### src/rtl/reset_pulse_gen_pkg.sv
// Shared types and constants for the reset pulse generator.
// Holds the FSM state encoding and the event-counter width and limit.
package reset_pulse_gen_pkg;

  typedef enum logic [1:0] {
    IDLE     = 2'd0,
    HOLD     = 2'd1,
    WAIT_REL = 2'd2,
    SETTLE   = 2'd3
  } state_t;

  localparam int                     EVENT_CNT_W   = 8;
  localparam logic [EVENT_CNT_W-1:0] EVENT_CNT_MAX = 8'hFF;

  // Increments the value but stops at EVENT_CNT_MAX instead of wrapping.
  function automatic logic [EVENT_CNT_W-1:0] sat_inc(input logic [EVENT_CNT_W-1:0] v);
    return (v == EVENT_CNT_MAX) ? v : v + 8'd1;
  endfunction

endpackage

### src/rtl/reset_pulse_gen_bit_sync.sv
// Multi-flop synchronizer that brings a single asynchronous bit into the clk domain.
// All stages clear while the synchronous active-low reset is held.
module bit_sync #(
  parameter int STAGES = 2
) (
  input  logic clk_i,
  input  logic rst_ni,
  input  logic d_i,
  output logic q_o
);

  logic [STAGES-1:0] sync_q;

  always_ff @(posedge clk_i) begin
    if (!rst_ni) begin
      sync_q <= '0;
    end else begin
      sync_q <= {sync_q[STAGES-2:0], d_i};
    end
  end

  assign q_o = sync_q[STAGES-1];

endmodule

### src/rtl/reset_pulse_gen.sv
// Reset generator: turns an async or one-cycle software request into a registered,
// min-width reset pulse, then waits a settle gap before flagging downstream as ready.
module reset_pulse_gen
  import reset_pulse_gen_pkg::*;
#(
  parameter int SYNC_STAGES   = 2,
  parameter int HOLD_CYCLES   = 4,
  parameter int RELEASE_DELAY = 2
) (
  input  logic                   clk,
  input  logic                   reset,
  input  logic                   req_async,
  input  logic                   req_sw,
  output logic                   rst_out,
  output logic                   busy,
  output logic                   ready,
  output logic [EVENT_CNT_W-1:0] event_cnt
);

  localparam logic [7:0] HOLD_LOAD = 8'(HOLD_CYCLES - 1);
  localparam logic [7:0] REL_LOAD  = 8'(RELEASE_DELAY - 1);

  state_t                 state_q, state_d;
  logic [7:0]             cnt_q, cnt_d;
  logic                   rst_out_q, rst_out_d;
  logic                   busy_q, ready_q;
  logic [EVENT_CNT_W-1:0] event_cnt_q, event_cnt_d;
  logic                   req_s;
  logic                   trig;

  bit_sync #(
    .STAGES(SYNC_STAGES)
  ) u_req_sync (
    .clk_i (clk),
    .rst_ni(reset),
    .d_i   (req_async),
    .q_o   (req_s)
  );

  assign trig = req_s | req_sw;

  // One shared down-counter times both the hold width and the settle gap.
  always_comb begin
    state_d     = state_q;
    cnt_d       = cnt_q;
    rst_out_d   = rst_out_q;
    event_cnt_d = event_cnt_q;
    unique case (state_q)
      IDLE: begin
        rst_out_d = 1'b0;
        if (trig) begin
          state_d     = HOLD;
          cnt_d       = HOLD_LOAD;
          rst_out_d   = 1'b1;
          event_cnt_d = sat_inc(event_cnt_q);
        end
      end
      HOLD: begin
        rst_out_d = 1'b1;
        if (cnt_q != 8'd0) begin
          cnt_d = cnt_q - 8'd1;
        end else if (trig) begin
          state_d = WAIT_REL;
        end else begin
          state_d   = SETTLE;
          rst_out_d = 1'b0;
          cnt_d     = REL_LOAD;
        end
      end
      WAIT_REL: begin
        rst_out_d = 1'b1;
        if (!trig) begin
          state_d   = SETTLE;
          rst_out_d = 1'b0;
          cnt_d     = REL_LOAD;
        end
      end
      SETTLE: begin
        rst_out_d = 1'b0;
        if (trig) begin
          state_d     = HOLD;
          cnt_d       = HOLD_LOAD;
          rst_out_d   = 1'b1;
          event_cnt_d = sat_inc(event_cnt_q);
        end else if (cnt_q == 8'd0) begin
          state_d = IDLE;
        end else begin
          cnt_d = cnt_q - 8'd1;
        end
      end
      default: begin
        state_d   = HOLD;
        cnt_d     = HOLD_LOAD;
        rst_out_d = 1'b1;
      end
    endcase
  end

  // busy/ready are registered from the next state so they change with the FSM.
  always_ff @(posedge clk) begin
    if (!reset) begin
      state_q     <= HOLD;
      cnt_q       <= HOLD_LOAD;
      rst_out_q   <= 1'b1;
      busy_q      <= 1'b1;
      ready_q     <= 1'b0;
      event_cnt_q <= '0;
    end else begin
      state_q     <= state_d;
      cnt_q       <= cnt_d;
      rst_out_q   <= rst_out_d;
      busy_q      <= (state_d != IDLE);
      ready_q     <= (state_d == IDLE);
      event_cnt_q <= event_cnt_d;
    end
  end

  assign rst_out   = rst_out_q;
  assign busy      = busy_q;
  assign ready     = ready_q;
  assign event_cnt = event_cnt_q;

endmodule

### config.mk
export PLATFORM = sky130hd
export DESIGN_NAME = reset_pulse_gen
export DESIGN_NICKNAME = d
export VERILOG_FILES = /design/src/rtl/reset_pulse_gen_pkg.sv /design/src/rtl/reset_pulse_gen_bit_sync.sv /design/src/rtl/reset_pulse_gen.sv
export SDC_FILE = /design/constraint.sdc
export NUM_CORES = 1
export LEC_CHECK = 0
export ABC_AREA = 1
export BUFFER_PORTS_ARGS = -buffer_cell sky130_fd_sc_hd__buf_2
export CORE_ASPECT_RATIO = 0.5
export CORE_MARGIN = 3
export CORE_UTILIZATION = 49
export CTS_CLUSTER_DIAMETER = 40
export CTS_CLUSTER_SIZE = 16
export DETAILED_ROUTE_END_ITERATION = 16
export PLACE_DENSITY_LB_ADDON = 0.1
export SLEW_MARGIN = 40
export SYNTH_ARGS = -nofsm -noshare
export SYNTH_HDL_FRONTEND = slang
export SYNTH_SLANG_ARGS = --single-unit
### constraint.sdc
create_clock -name clk -period 3.7 [get_ports clk]
set_clock_uncertainty 0.2 [all_clocks]
set_input_delay 0.37 -clock clk [delete_from_list [all_inputs] [get_ports clk]]
set_output_delay 0.37 -clock clk [all_outputs]
set_load 0.1 [all_outputs]
==> report_table.html <==
<table>
<tr><th>Metric</th><th>Value</th></tr>
<tr><th colspan="2">STA</th></tr>
<tr><td>Setup Total Neg Slack</td><td>0 ns</td></tr>
<tr><td>Max-slew headroom</td><td>0.680</td></tr>
<tr><td>Worst Tran Pin Value</td><td>0.479 ns</td></tr>
<tr><td>Final Hold Vio Count</td><td>0</td></tr>
<tr><td>Number of pins with negative max-slew slack in the final report</td><td>0</td></tr>
<tr><td>Fin crit period</td><td>between 1.5 and 2 ns</td></tr>
<tr><td>Setup repair after global routing missed its margin</td><td>no</td></tr>
<tr><td>Final critical-path setup slack</td><td>1.89 ns</td></tr>
<tr><td>Final period utilization</td><td>0.488</td></tr>
<tr><td>Final setup violation count</td><td>0</td></tr>
<tr><td>Maximum achievable frequency</td><td>around 0.55 GHz</td></tr>
<tr><th colspan="2">Min path</th></tr>
<tr><td>Min-delay worst type</td><td>in2reg</td></tr>
<tr><th colspan="2">Pwr</th></tr>
<tr><td>Gate power share</td><td>0.551</td></tr>
<tr><td>Power after layout</td><td>about 1100 uW</td></tr>
<tr><td>Sequential power share</td><td>0.305</td></tr>
<tr><td>Peak supply drop</td><td>~0.37 mV</td></tr>
<tr><td>Net switching power</td><td>between 500 and 600 uW</td></tr>
<tr><td>Clk network pwr share</td><td>0.145</td></tr>
<tr><td>Switching Share</td><td>0.511</td></tr>
<tr><td>Internal power</td><td>546 uW</td></tr>
<tr><td>Power density over cell area</td><td>slightly below 700 nW/um^2</td></tr>
<tr><td>Cell leakage power</td><td>roughly 0.00079 uW</td></tr>
<tr><th colspan="2">Route</th></tr>
<tr><td>Total vias in the final route</td><td>1347</td></tr>
<tr><td>Total wire length after detailed routing</td><td>a little over 3000 um</td></tr>
<tr><td>Number of iterations in the first detailed-routing pass</td><td>5</td></tr>
<tr><td>Total DRC errors in the routed layout</td><td>0</td></tr>
<tr><td>WL per Instance</td><td>11.8 um</td></tr>
<tr><td>DR iter-0 viols</td><td>48</td></tr>
<tr><td>Vias per Instance</td><td>5.10</td></tr>
<tr><td>Antenna Violating Nets Remaining</td><td>0</td></tr>
<tr><th colspan="2">Worst setup path</th></tr>
<tr><td>Kind of cell with the highest combined delay on the critical path</td><td>flip-flops</td></tr>
<tr><td>CP Capture Type</td><td>output port</td></tr>
<tr><td>Cells along the critical path</td><td>buf_2</td></tr>
<tr><td>Delay contributed by the slowest stage of the critical path</td><td>about 0.48 ns</td></tr>
<tr><td>Arrival time at the worst endpoint</td><td>1.24 ns</td></tr>
<tr><td>Number of buffer and inverter instances along the worst setup path</td><td>1</td></tr>
<tr><td>Worst Setup Start Kind</td><td>flip-flop</td></tr>
<tr><td>Worst reg-to-reg setup slack</td><td>~1.9 ns</td></tr>
<tr><td>WP data required</td><td>3.13 ns</td></tr>
<tr><td>CP max FO</td><td>6</td></tr>
<tr><td>CP max stage cell</td><td>sky130_fd_sc_hd__dfxtp_1</td></tr>
<tr><td>Setup CP Type</td><td>reg2out</td></tr>
<tr><th colspan="2">Logic synthesis</th></tr>
<tr><td>Leading cell types by total area after synthesis</td><td>sky130_fd_sc_hd__dfxtp_1, sky130_fd_sc_hd__nand2_1, sky130_fd_sc_hd__ha_1, sky130_fd_sc_hd__a21oi_1, sky130_fd_sc_hd__inv_1</td></tr>
<tr><td>Dominant register cell in the synthesized netlist</td><td>sky130_fd_sc_hd__dfxtp_1</td></tr>
<tr><td>FFs w/ async S/R, synth</td><td>0</td></tr>
<tr><td>Proportion of synthesized chip area in sequential cells</td><td>0.314</td></tr>
<tr><td>Post-synthesis instance total</td><td>roughly 210</td></tr>
<tr><td>Synth Net Count</td><td>between 200 and 250</td></tr>
<tr><td>Cell accounting for the most synthesized area</td><td>sky130_fd_sc_hd__dfxtp_1</td></tr>
<tr><td>Number of flip-flops and latches in the synthesized netlist</td><td>23</td></tr>
<tr><td>Netlist area before placement</td><td>roughly 1500 sq um</td></tr>
<tr><td>Number of synthesized flops with an enable pin</td><td>0</td></tr>
<tr><td>Most repeated cell in the gate-level netlist after synthesis</td><td>sky130_fd_sc_hd__nand2_1</td></tr>
<tr><td>Area share of the largest cell type after synthesis</td><td>0.314</td></tr>
<tr><td>Yosys warning count</td><td>0</td></tr>
<tr><td>Yosys cell types</td><td>25</td></tr>
<tr><td>Per-instance average area after synthesis</td><td>6.94 sq um</td></tr>
<tr><td>Post-synth top cells</td><td>sky130_fd_sc_hd__nand2_1, sky130_fd_sc_hd__dfxtp_1, sky130_fd_sc_hd__a21oi_1, sky130_fd_sc_hd__inv_1, sky130_fd_sc_hd__nor2_1</td></tr>
<tr><th colspan="2">Global routing</th></tr>
<tr><td>Global-route wire length before repair</td><td>5370 um</td></tr>
<tr><td>Number of global-route vias before repair</td><td>around 1200</td></tr>
<tr><td>Routing usage on met3</td><td>0.0465</td></tr>
<tr><td>GR Util All Layers</td><td>0.181</td></tr>
<tr><td>Aggregate global routing overflow</td><td>0</td></tr>
<tr><td>Met1 demand-to-capacity share in global routing</td><td>0.231</td></tr>
<tr><td>Global Route met2 Usage</td><td>0.317</td></tr>
<tr><td>Initial antenna violation count</td><td>0</td></tr>
<tr><td>Grt peak-use layer</td><td>met2</td></tr>
<tr><td>Maximum number of pins on one net before global-route repair</td><td>15</td></tr>
<tr><th colspan="2">Clocking</th></tr>
<tr><td>Total clock sinks</td><td>23</td></tr>
<tr><td>Clk Tree Root Cell</td><td>sky130_fd_sc_hd__clkbuf_8</td></tr>
<tr><td>Post-CTS resize count</td><td>0</td></tr>
<tr><td>Clock Path Buffers</td><td>2</td></tr>
<tr><td>Count of hold-fix buffers inserted at cts</td><td>0</td></tr>
<tr><td>H-tree Lvls</td><td>1</td></tr>
<tr><td>Post-CTS Setup Inserts</td><td>0</td></tr>
<tr><td>Number of buffers created by CTS</td><td>3</td></tr>
<tr><td>Worst-skew pair later-pin latency</td><td>roughly 0.27 ns</td></tr>
<tr><td>Clock transition at path regs</td><td>~0.090 ns</td></tr>
<tr><td>CTS tree</td><td>built</td></tr>
<tr><th colspan="2">Floorplan</th></tr>
<tr><td>Top-level I/O count</td><td>15</td></tr>
<tr><td>Effective utilization at floorplan</td><td>0.539</td></tr>
<tr><td>Placeable core region</td><td>2720 sq um</td></tr>
<tr><td>Die area</td><td>3720 sq um</td></tr>
<tr><td>Core Rows</td><td>13</td></tr>
<tr><td>Die height</td><td>44.7 um</td></tr>
<tr><td>Die width</td><td>83.3 um</td></tr>
<tr><th colspan="2">Finish</th></tr>
<tr><td>Nets@finish</td><td>241</td></tr>
<tr><td>Total area of multi-input combinational cells</td><td>~900 sq um</td></tr>
<tr><td>Layout overhead on the synthesized area</td><td>10.8%</td></tr>
<tr><td>Register cell area after layout</td><td>about 460 sq um</td></tr>
<tr><td>Filler cell count in the final layout</td><td>roughly 260</td></tr>
<tr><td>N_diodes</td><td>0</td></tr>
<tr><td>Fraction of final layout cells sized beyond drive strength 1</td><td>0.185</td></tr>
<tr><th colspan="2">Place</th></tr>
<tr><td>Detailed placer's ending HPWL</td><td>approximately 2300 um</td></tr>
<tr><td>Buffers on Ports</td><td>14</td></tr>
<tr><td>Place WS</td><td>roughly 1.9 ns</td></tr>
<tr><td>Global placer's final weighted congestion</td><td>a little under 0.9</td></tr>
<tr><th colspan="2">Job</th></tr>
<tr><td>Max cap viols</td><td>0</td></tr>
<tr><th colspan="2">Run status</th></tr>
<tr><td>Result of the run</td><td>finished, final reports clean</td></tr>
</table>
## path summary, 6_finish.rpt
check / from / end / depth (start not counted)
max: event_cnt[2] / event_cnt[2] / 1
min: req_async / u_req_sync.sync_q[0] / 3
max reg2reg: state_q[0] / busy / 8
min reg2reg: u_req_sync.sync_q[0] / u_req_sync.sync_q[1] / 2
## flip-flops by register name, summed over array words and instances, names as in the netlist
name               count
busy                   1
cnt_q                  8
event_cnt              8
ready                  1
rst_out                1
state_q                2
u_req_sync.sync_q      2
## cell type report
| class | instances | share of cell area |
|---|---|---|
| Clock buffer | 3 | 0.0254 |
| Clock inverter | 1 | 0.00463 |
| Inverter | 23 | 0.0532 |
| Multi-Input combinational cell | 163 | 0.561 |
| Sequential cell | 23 | 0.284 |
| Tap cell | 37 | 0.0285 |
| Timing Repair Buffer | 14 | 0.0432 |
## tightest hold or removal path, cell delays in order
cell	delay, ns
sky130_fd_sc_hd__buf_2	0.07
sky130_fd_sc_hd__nand2_1	0.04
sky130_fd_sc_hd__inv_1	0.04
## metal layers
| metal | up-vias | share of wire |
|---|---|---|
| met3 | 6 | 0.041 |
| met4 | 0 | 0.011 |
| li1 | 702 | - |
| met1 | 613 | 0.49 |
| met5 | - | 0 |
| met2 | 26 | 0.46 |
## cell families after synthesis
group	Yosys count	share of synthesized area
compound gates	27	0.102
xor+xnor	8	0.0478
buf+inv	25	0.0640
flops	23	0.314
simple gates	119	0.395
fa+ha+maj	9	0.0769
## layout by cell type, fill, tap and decap left out, drive strengths merged
| cell | count |
|---|---|
| nand3 | 15 |
| nand4 | 3 |
| nor2 | 20 |
| o21bai | 1 |
| clkbuf | 3 |
| ha | 9 |
| nor3 | 3 |
| and3 | 1 |
| dfxtp | 23 |
| buf | 14 |
| xor2 | 4 |
| xnor2 | 4 |
| nand2 | 77 |
| o21ai | 8 |
| clkinvlp | 1 |
| inv | 23 |
| a21oi | 18 |
## power by group through the flow
stage	Sequential (uW)	Combinational [uW]	Clock, uW
3_5_place_dp	344	610	0
4_1_cts	339	618	166
5_1_grt	349	684	175
2_1_floorplan	461	382	0
3_3_place_gp	343	600	0
6_report	340	615	162
## metrics by stage
| stage | hold slack (ns) | instance area [sq um] | util | std cells |
|---|---|---|---|---|
| floorplan | 0.190 | 1470 | - | 211 |
| global placement | 0.193 | 1570 | 0.579 | 260 |
| detailed placement | 0.201 | 1570 | 0.579 | 260 |
| CTS | 0.0689 | 1620 | 0.597 | 264 |
| global route | 0.0846 | 1620 | 0.597 | 264 |
| finish | 0.0737 | 1620 | 0.597 | 264 |
(Power assumes the default switching activity.)
